===== config.mk =====
export PLATFORM = sky130hd
export DESIGN_NAME = dac_serial_rx
export DESIGN_NICKNAME = d
export VERILOG_FILES = /design/src/rtl/dac_serial_rx.sv
export SDC_FILE = /design/constraint.sdc
export NUM_CORES = 1
export LEC_CHECK = 0
export CAP_MARGIN = 20
export CORE_MARGIN = 2
export CORE_UTILIZATION = 55
export CTS_BUF_LIST = sky130_fd_sc_hd__clkbuf_8
export DETAILED_ROUTE_END_ITERATION = 8
export PLACE_DENSITY = 0.85
export SYNTH_ARGS = -nofsm -noshare
export SYNTH_HDL_FRONTEND = slang
export SYNTH_SLANG_ARGS = --single-unit

===== constraint.sdc =====
create_clock -name clk_dac -period 6.3 [get_ports clk_dac]
set_input_delay 1.26 -clock clk_dac [delete_from_list [all_inputs] [get_ports clk_dac]]
set_output_delay 1.26 -clock clk_dac [all_outputs]
set_load 0.02 [all_outputs]

===== src/rtl/dac_serial_rx.sv =====
// ----------------------------------------------------------------------------
// dac_serial_rx
//   Receives DAC8568-style serial frames (syncb low framing, data sampled on
//   sclk falling edge, MSB first) and presents the last good frame together
//   with its field split. All inputs are asynchronous to clk_dac and are
//   resynchronised internally.
//
// Parameters
//   FRAME_BITS  - bits per frame (counter is 6 bits, so at most 62)
//   SYNC_STAGES - synchroniser depth for syncb/sclk/sdi (2..3)
//
// Ports
//   clk_dac    in   block clock, all state on rising edge
//   reset_dac  in   active-low reset, immediate assertion, synchronised release
//   syncb      in   frame strobe, active low
//   sclk       in   serial clock, data captured on its falling edge
//   sdi        in   serial data
//   data_out   out  last good frame (bit FRAME_BITS-1 received first)
//   prefix/ctrl/addr/value/feature  out  DAC8568 fields of data_out
//   valid      out  one-cycle pulse, data_out just updated
//   frame_err  out  one-cycle pulse, frame ended with wrong bit count
//   busy       out  high while a frame is being shifted in
// ----------------------------------------------------------------------------
module dac_serial_rx #(
  parameter int unsigned FRAME_BITS  = 32,
  parameter int unsigned SYNC_STAGES = 2
) (
  input  logic                  clk_dac,
  input  logic                  reset_dac,
  input  logic                  syncb,
  input  logic                  sclk,
  input  logic                  sdi,
  output logic [FRAME_BITS-1:0] data_out,
  output logic [3:0]            prefix,
  output logic [3:0]            ctrl,
  output logic [3:0]            addr,
  output logic [15:0]           value,
  output logic [3:0]            feature,
  output logic                  valid,
  output logic                  frame_err,
  output logic                  busy
);

  typedef enum logic [1:0] {
    WAIT_HIGH,
    IDLE,
    SHIFT
  } state_e;

  localparam logic [5:0] CNT_FULL = 6'(FRAME_BITS);
  localparam logic [5:0] CNT_SAT  = 6'(FRAME_BITS + 1);

  // Reset: asserted immediately, released on a clk_dac edge.
  logic [1:0] rst_sync_q;
  logic       rst_n;

  always_ff @(posedge clk_dac or negedge reset_dac) begin
    if (!reset_dac) rst_sync_q <= '0;
    else            rst_sync_q <= {rst_sync_q[0], 1'b1};
  end

  assign rst_n = rst_sync_q[1];

  // Input synchronisers and previous-value flops for edge detection.
  logic [SYNC_STAGES-1:0] syncb_sync_q;
  logic [SYNC_STAGES-1:0] sclk_sync_q;
  logic [SYNC_STAGES-1:0] sdi_sync_q;
  logic [SYNC_STAGES-1:0] primed_q;
  logic                   syncb_d_q;
  logic                   sclk_d_q;

  always_ff @(posedge clk_dac or negedge rst_n) begin
    if (!rst_n) begin
      syncb_sync_q <= '1;
      sclk_sync_q  <= '0;
      sdi_sync_q   <= '0;
      primed_q     <= '0;
      syncb_d_q    <= 1'b1;
      sclk_d_q     <= 1'b0;
    end else begin
      syncb_sync_q <= {syncb_sync_q[SYNC_STAGES-2:0], syncb};
      sclk_sync_q  <= {sclk_sync_q[SYNC_STAGES-2:0], sclk};
      sdi_sync_q   <= {sdi_sync_q[SYNC_STAGES-2:0], sdi};
      primed_q     <= {primed_q[SYNC_STAGES-2:0], 1'b1};
      syncb_d_q    <= syncb_sync_q[SYNC_STAGES-1];
      sclk_d_q     <= sclk_sync_q[SYNC_STAGES-1];
    end
  end

  logic syncb_s, sclk_s, sdi_s, primed;
  logic sclk_fall, syncb_fall, syncb_rise;

  assign syncb_s    = syncb_sync_q[SYNC_STAGES-1];
  assign sclk_s     = sclk_sync_q[SYNC_STAGES-1];
  assign sdi_s      = sdi_sync_q[SYNC_STAGES-1];
  // The synchroniser resets to syncb=1; only trust a high level once every
  // stage holds a post-reset sample, otherwise a frame already in progress at
  // reset release would be mistaken for an idle line.
  assign primed     = primed_q[SYNC_STAGES-1];
  assign sclk_fall  = ~sclk_s & sclk_d_q;
  assign syncb_fall = ~syncb_s & syncb_d_q;
  assign syncb_rise = syncb_s & ~syncb_d_q;

  // Shift datapath next values; a falling sclk in the same cycle as the
  // closing syncb edge is folded in before the count is judged.
  state_e                state_q;
  logic [FRAME_BITS-1:0] shift_q, shift_d;
  logic [5:0]            cnt_q, cnt_d;
  logic                  ovf_q, ovf_d;
  logic                  frame_ok;
  logic [31:0]           word_d;

  always_comb begin
    shift_d = shift_q;
    cnt_d   = cnt_q;
    ovf_d   = ovf_q;
    if (sclk_fall) begin
      shift_d = {shift_q[FRAME_BITS-2:0], sdi_s};
      if (cnt_q != CNT_SAT) cnt_d = cnt_q + 6'd1;
      if (cnt_q >= CNT_FULL) ovf_d = 1'b1;
    end
  end

  assign frame_ok = (cnt_d == CNT_FULL) && !ovf_d;
  assign word_d   = 32'(shift_d);

  logic [FRAME_BITS-1:0] data_q;
  logic [3:0]            prefix_q, ctrl_q, addr_q, feature_q;
  logic [15:0]           value_q;
  logic                  valid_q, err_q;

  always_ff @(posedge clk_dac or negedge rst_n) begin
    if (!rst_n) begin
      state_q   <= WAIT_HIGH;
      shift_q   <= '0;
      cnt_q     <= '0;
      ovf_q     <= 1'b0;
      data_q    <= '0;
      prefix_q  <= '0;
      ctrl_q    <= '0;
      addr_q    <= '0;
      value_q   <= '0;
      feature_q <= '0;
      valid_q   <= 1'b0;
      err_q     <= 1'b0;
    end else begin
      valid_q <= 1'b0;
      err_q   <= 1'b0;
      unique case (state_q)
        WAIT_HIGH: begin
          if (primed && syncb_s) state_q <= IDLE;
        end
        IDLE: begin
          if (syncb_fall) begin
            state_q <= SHIFT;
            shift_q <= '0;
            cnt_q   <= '0;
            ovf_q   <= 1'b0;
          end
        end
        SHIFT: begin
          shift_q <= shift_d;
          cnt_q   <= cnt_d;
          ovf_q   <= ovf_d;
          if (syncb_rise) begin
            state_q <= IDLE;
            if (frame_ok) begin
              data_q    <= shift_d;
              prefix_q  <= word_d[31:28];
              ctrl_q    <= word_d[27:24];
              addr_q    <= word_d[23:20];
              value_q   <= word_d[19:4];
              feature_q <= word_d[3:0];
              valid_q   <= 1'b1;
            end else begin
              err_q     <= 1'b1;
            end
          end
        end
        default: state_q <= WAIT_HIGH;
      endcase
    end
  end

  assign data_out  = data_q;
  assign prefix    = prefix_q;
  assign ctrl      = ctrl_q;
  assign addr      = addr_q;
  assign value     = value_q;
  assign feature   = feature_q;
  assign valid     = valid_q;
  assign frame_err = err_q;
  assign busy      = (state_q == SHIFT);

endmodule

Word-level counts from Yosys, hierarchy flattened
Cells that the tools add are included.
{ "classes": {"add_sub_neg": 1, "order_cmp": 1, "eq_ne": 7, "muxes": 21, "n_bitwise": 6, "n_reduce_logical": 8} }
{ "op_table": {"columns": ["operator", "count"], "rows": [
  ["32-bit 2-to-1 mux", 2],
  ["32-bit one-hot mux with 2 select lines", 1],
  ["6-bit 2-to-1 mux", 3],
  ["6-bit one-hot mux with 2 select lines", 1],
  ["1-bit 2-to-1 mux", 9],
  ["6-bit by 1-bit adder with 6-bit output, second input constant", 1],
  ["6-bit equality test, second input constant", 1],
  ["6-bit greater-or-equal comparator, second input constant", 1],
  ["2-bit 2-to-1 mux", 3],
  ["6-bit != test, second input constant", 1],
  ["2-bit one-hot mux with 3 select lines", 1],
  ["3-bit AND reduction", 2],
  ["2-bit != test, second input constant", 2],
  ["1-bit bitwise AND", 3],
  ["1-bit inverter", 3],
  ["2-bit by 1-bit equality test with 1-bit output, second input constant", 1],
  ["2-bit equality test, second input constant", 1],
  ["1-bit logical AND", 2],
  ["2-bit logical NOT", 1],
  ["2-bit by 1-bit != test with 1-bit output, second input constant", 1],
  ["1-bit one-hot mux with 2 select lines", 1],
  ["2-bit AND reduction", 1],
  ["2-bit nonzero test", 1],
  ["1-bit logical NOT", 1]
]} }
{ "word_totals": {"reg_bits": 119, "in_bits": 5, "elab_cells": 63} }

Logic depth before layout (Yosys ltp)
{ "logic_depth": {"ltp_word": 8, "depth_mapped": 9, "ltp_nobuf": 8} }

Least setup slack after synthesis
No wires, ideal clock.
{ "synth_path": {"path_type": "register to output", "start": "reg state_q[0]", "end": "out busy", "arrival_time_ps": 1088, "setup_slack_ps": 3952, "path_stages_with_launch": 4, "n_path_buf": 1, "path_cell_list": "dfrtp_1 -> nand2b_1 -> clkinv_1 -> clkbuf_1"} }
{ "synth_between": {"elab_chain_len": 1} }
{ "synth_lines": {"columns": ["element", "line", "rtl"], "rows": [
  ["start, declared", "106", "state_e state_q;"],
  ["start signal, assigned", "134", "state_q <= WAIT_HIGH;"],
  ["start signal, assigned", "151", "if (primed && syncb_s) state_q <= IDLE;"],
  ["start signal, assigned", "155", "state_q <= SHIFT;"],
  ["2-bit equality test", "193", "assign busy = (state_q == SHIFT);"],
  ["end, declared", "41", "output logic busy"]
]} }
Every way passes these cells.

Worst setup path in the final report
Same ends and word-level chain as after synthesis.

==> reports/metrics.yaml <==
sta:
  finClkSkew_ps: 10.08
  tightest_slew_ps: 1037
  final.setup.tns_ps: 0
  post-route-min-period_ps: 3540
  setup_ws_ps: 2760
  setup_viol: 0
  relSlewSlack: 0.3086
  maxSlewViolCount: 0
  grt_setup_unrepaired: "false"
  hold_viol: 0
  max_freq_ghz: 0.2825
  min_period_over_period: 0.5619
run_status:
  status: "finished, final reports clean"
clocking:
  cts_buffers: 9
  post_cts_buffers: 0
  cts_htree_levels: 3
  cts.sinks: 87
  cts_resized: 0
  clockBufferDepth: 2
  cts_hold_buf: 0
  clk_latency_ps: 370
  cts_tree: "yes"
  root_buffer: "clkbuf_8"
  path_clk_slew_ps: 80
run:
  drv_cap: 0
power_and_ir_drop:
  comb_power_share: 0.069
  switching_share: 0.2469
  ir_worst_vdd_mv: 0.1727
  totalPowerFinal_uw: 1028
  seq_power_share: 0.570
  power.density_nw_per_um2: 215.9
  power_switching_uw: 253.7
  internal_power_uw: 774.0
  cellLeakagePower_uw: 0.002276
  p_clk_frac: 0.361
floorplanning:
  start_util: 0.5594
  die_y_um: 89.43
  io_pins: 72
  rows: 31
  die_w_um: 89.43
  fp.dieArea_um2: 7997
  core_um2: 7176
placement:
  gp_congestion: 0.7587
  dp_cells: 483
  hpwlAfterDp_um: 4370
  io_buffers: 71
  dpl_worst_slack_ps: 3032
detailed_routing:
  routed-via-count: 2634
  post_drt_wl_per_cell_um: 13.95
  drc: 0
  ant_nets: 0
  dr.first_iter.drc_count: 221
  first_pass_iters: 4
  wl_um: 6974
  viasPerCell: 5.268
worst_setup_path:
  required_ps: 5040
  r2r_end: "data_out[29]"
  path_cells: "nand2b_1 -> clkinv_1 -> clkdlybuf4s50_1"
  reg2reg_slack_ps: 3010
  crit_buf_inv: 2
  critPathMaxStageDelay_ps: 610
  reg2reg_from: "sclk_sync_q[1]"
  crit_fanout: 21
  path_class: "reg2out"
  cp-start-kind: "flop"
  end_kind: "primary output"
  reg2reg_depth: 6
  critPathTopFamily: "buffers and inverters"
  cp.arrival_ps: 2280
  slowest_stage: "clkdlybuf4s50_1"
global_routing:
  grt_pass1_vias: 2473
  grt_use_total: 0.1897
  grt_antenna_before_repair: 0
  grt_overflow: 0
  grt_pass1_wl_um: 11450
  grt_start_max_net_pins: 86
synthesis:
  dominantRegCellSynth: "dfrtp_1"
  yosysSeqAreaShare: 0.5433
  yosysWarnings: 0
  synth-async-reset-ratio: 1.000
  synth_edf_count: 0
  syn_area_um2: 4014
  yosys.area.top_type_share: 0.5237
  synth_seq_cells: 87
  avgSynthCellArea_um2: 11.06
  yosysTopAreaCell: "dfrtp_1"
  synth.area.top_cells: "dfrtp_1 (52%), nand2_1 (7.3%), mux2_4 (6.4%), buf_4 (6.2%), mux2i_1 (6.0%)"
  postSynthCellCount: 363
  ys_types: 41
hold_path:
  hold_class: "reg2async"
layout:
  n_antenna_cell: 0
  mostFrequentLayoutCells: "dfrtp_1 (83), nand2_1 (78), clkdlybuf4s50_1 (71), mux2i_1 (24), o21ai_0 (21)"
  final_nets: 404
  fin_cells: 500
  area_delta_synth_final_pct: 18.58
  drive_gt1_frac: 0.1147
  final_common_cell: "dfrtp_1"
## stage by stage
stage | util | hold WS (ps) | instance area, um2
CTS | 0.6605 | 351.8 | 4740
detailed placement | 0.6333 | 334.7 | 4544
finish | 0.6633 | 300.5 | 4760
global placement | 0.6333 | 332.7 | 4544
global route | 0.6633 | 348.8 | 4760
floorplan | - | 331.2 | 4018
## synthesized netlist by cell type, drive strengths merged, types with 2 or more instances
| master | instances |
|---|---|
| nand3 | 2 |
| clkbuf | 10 |
| ha | 3 |
| o21ai | 21 |
| a22o | 20 |
| nor2b | 2 |
| inv | 16 |
| mux2i | 24 |
| nor2 | 7 |
| dfstp | 3 |
| mux2 | 20 |
| buf | 42 |
| nand2 | 78 |
| nand2b | 3 |
| o41ai | 3 |
| nand4 | 3 |
| dfrtp | 84 |
| a21oi | 5 |
## state kept, by name, indices dropped and copies added (netlist names)
signal,cells
cnt_q,6
shift_q,32
sclk_d_q,1
ovf_q,1
sdi_sync_q,2
syncb_d_q,1
state_q,2
rst_sync_q,2
valid,1
primed_q,2
frame_err,1
sclk_sync_q,2
syncb_sync_q,2
data_out,32
## routing by layer
| layer | routed length, um | vias to the layer above | part of all wire | track usage |
|---|---|---|---|---|
| li1 | - | 1254 | - | - |
| met1 | 3273 | 1307 | 0.47 | 0.2517 |
| met2 | 3273 | 63 | 0.47 | 0.2970 |
| met5 | 0 | - | 0 | 0 |
| met4 | 99 | 0 | 0.014 | 0.08005 |
| met3 | 328 | 10 | 0.047 | 0.05078 |
## worst reg2reg max path, cell delays in order, from the launching register on
cell      delay (ps)
dfrtp_1          420
nor2b_4          770
nand2_1          230
a221oi_1         280
and3_1           260
nand4_4          650
mux2_4           570
## layout make-up
| type | count | area [um2] |
|---|---|---|
| Clock inverter | 3 | 16.27 |
| Multi-Input combinational cell | 208 | 1454 |
| Timing Repair Buffer | 73 | 738.2 |
| Sequential cell | 87 | 2185 |
| Inverter | 17 | 63.81 |
| Fill cell | 522 | 2416 |
| Clock buffer | 13 | 178.9 |
| Tap cell | 99 | 123.9 |
## worst max path at each step
stage,startpoint,end,slack (ps),depth (start not counted)
finish,state_q[0],busy,2760,3
global route,state_q[0],busy,2580,3
CTS,state_q[0],busy,2760,3
detailed placement,sclk_sync_q[1],data_out[22],3030,6
global placement,state_q[0],busy,3200,3
floorplan,rst_sync_q[1],cnt_q[0],3700,0
## cell families (layout without fill, tap and decap cells)
logic type,Yosys count,after routing,synth area share
AOI/OAI and AO/OA,56,56,0.09913
xor gates and xnor gates,2,2,0.004365
adders and majority gates,3,3,0.009353
buffers and inverters,69,106,0.1001
DFF,87,87,0.5433
muxes,44,44,0.1319
other,1,2,0.0009343
and+or+nand+nor,101,101,0.1110
## power groups by stage
stage          registers, uW  clock network, uW  logic [uW]
2_1_floorplan            596                  0        46.2
3_3_place_gp             602                  0        60.2
3_5_place_dp             603                  0        62.5
4_1_cts                  591                376        63.2
5_1_grt                  588                399        78.4
6_report                 586                371        70.6
Note: power is estimated with default switching activity, not from simulation.
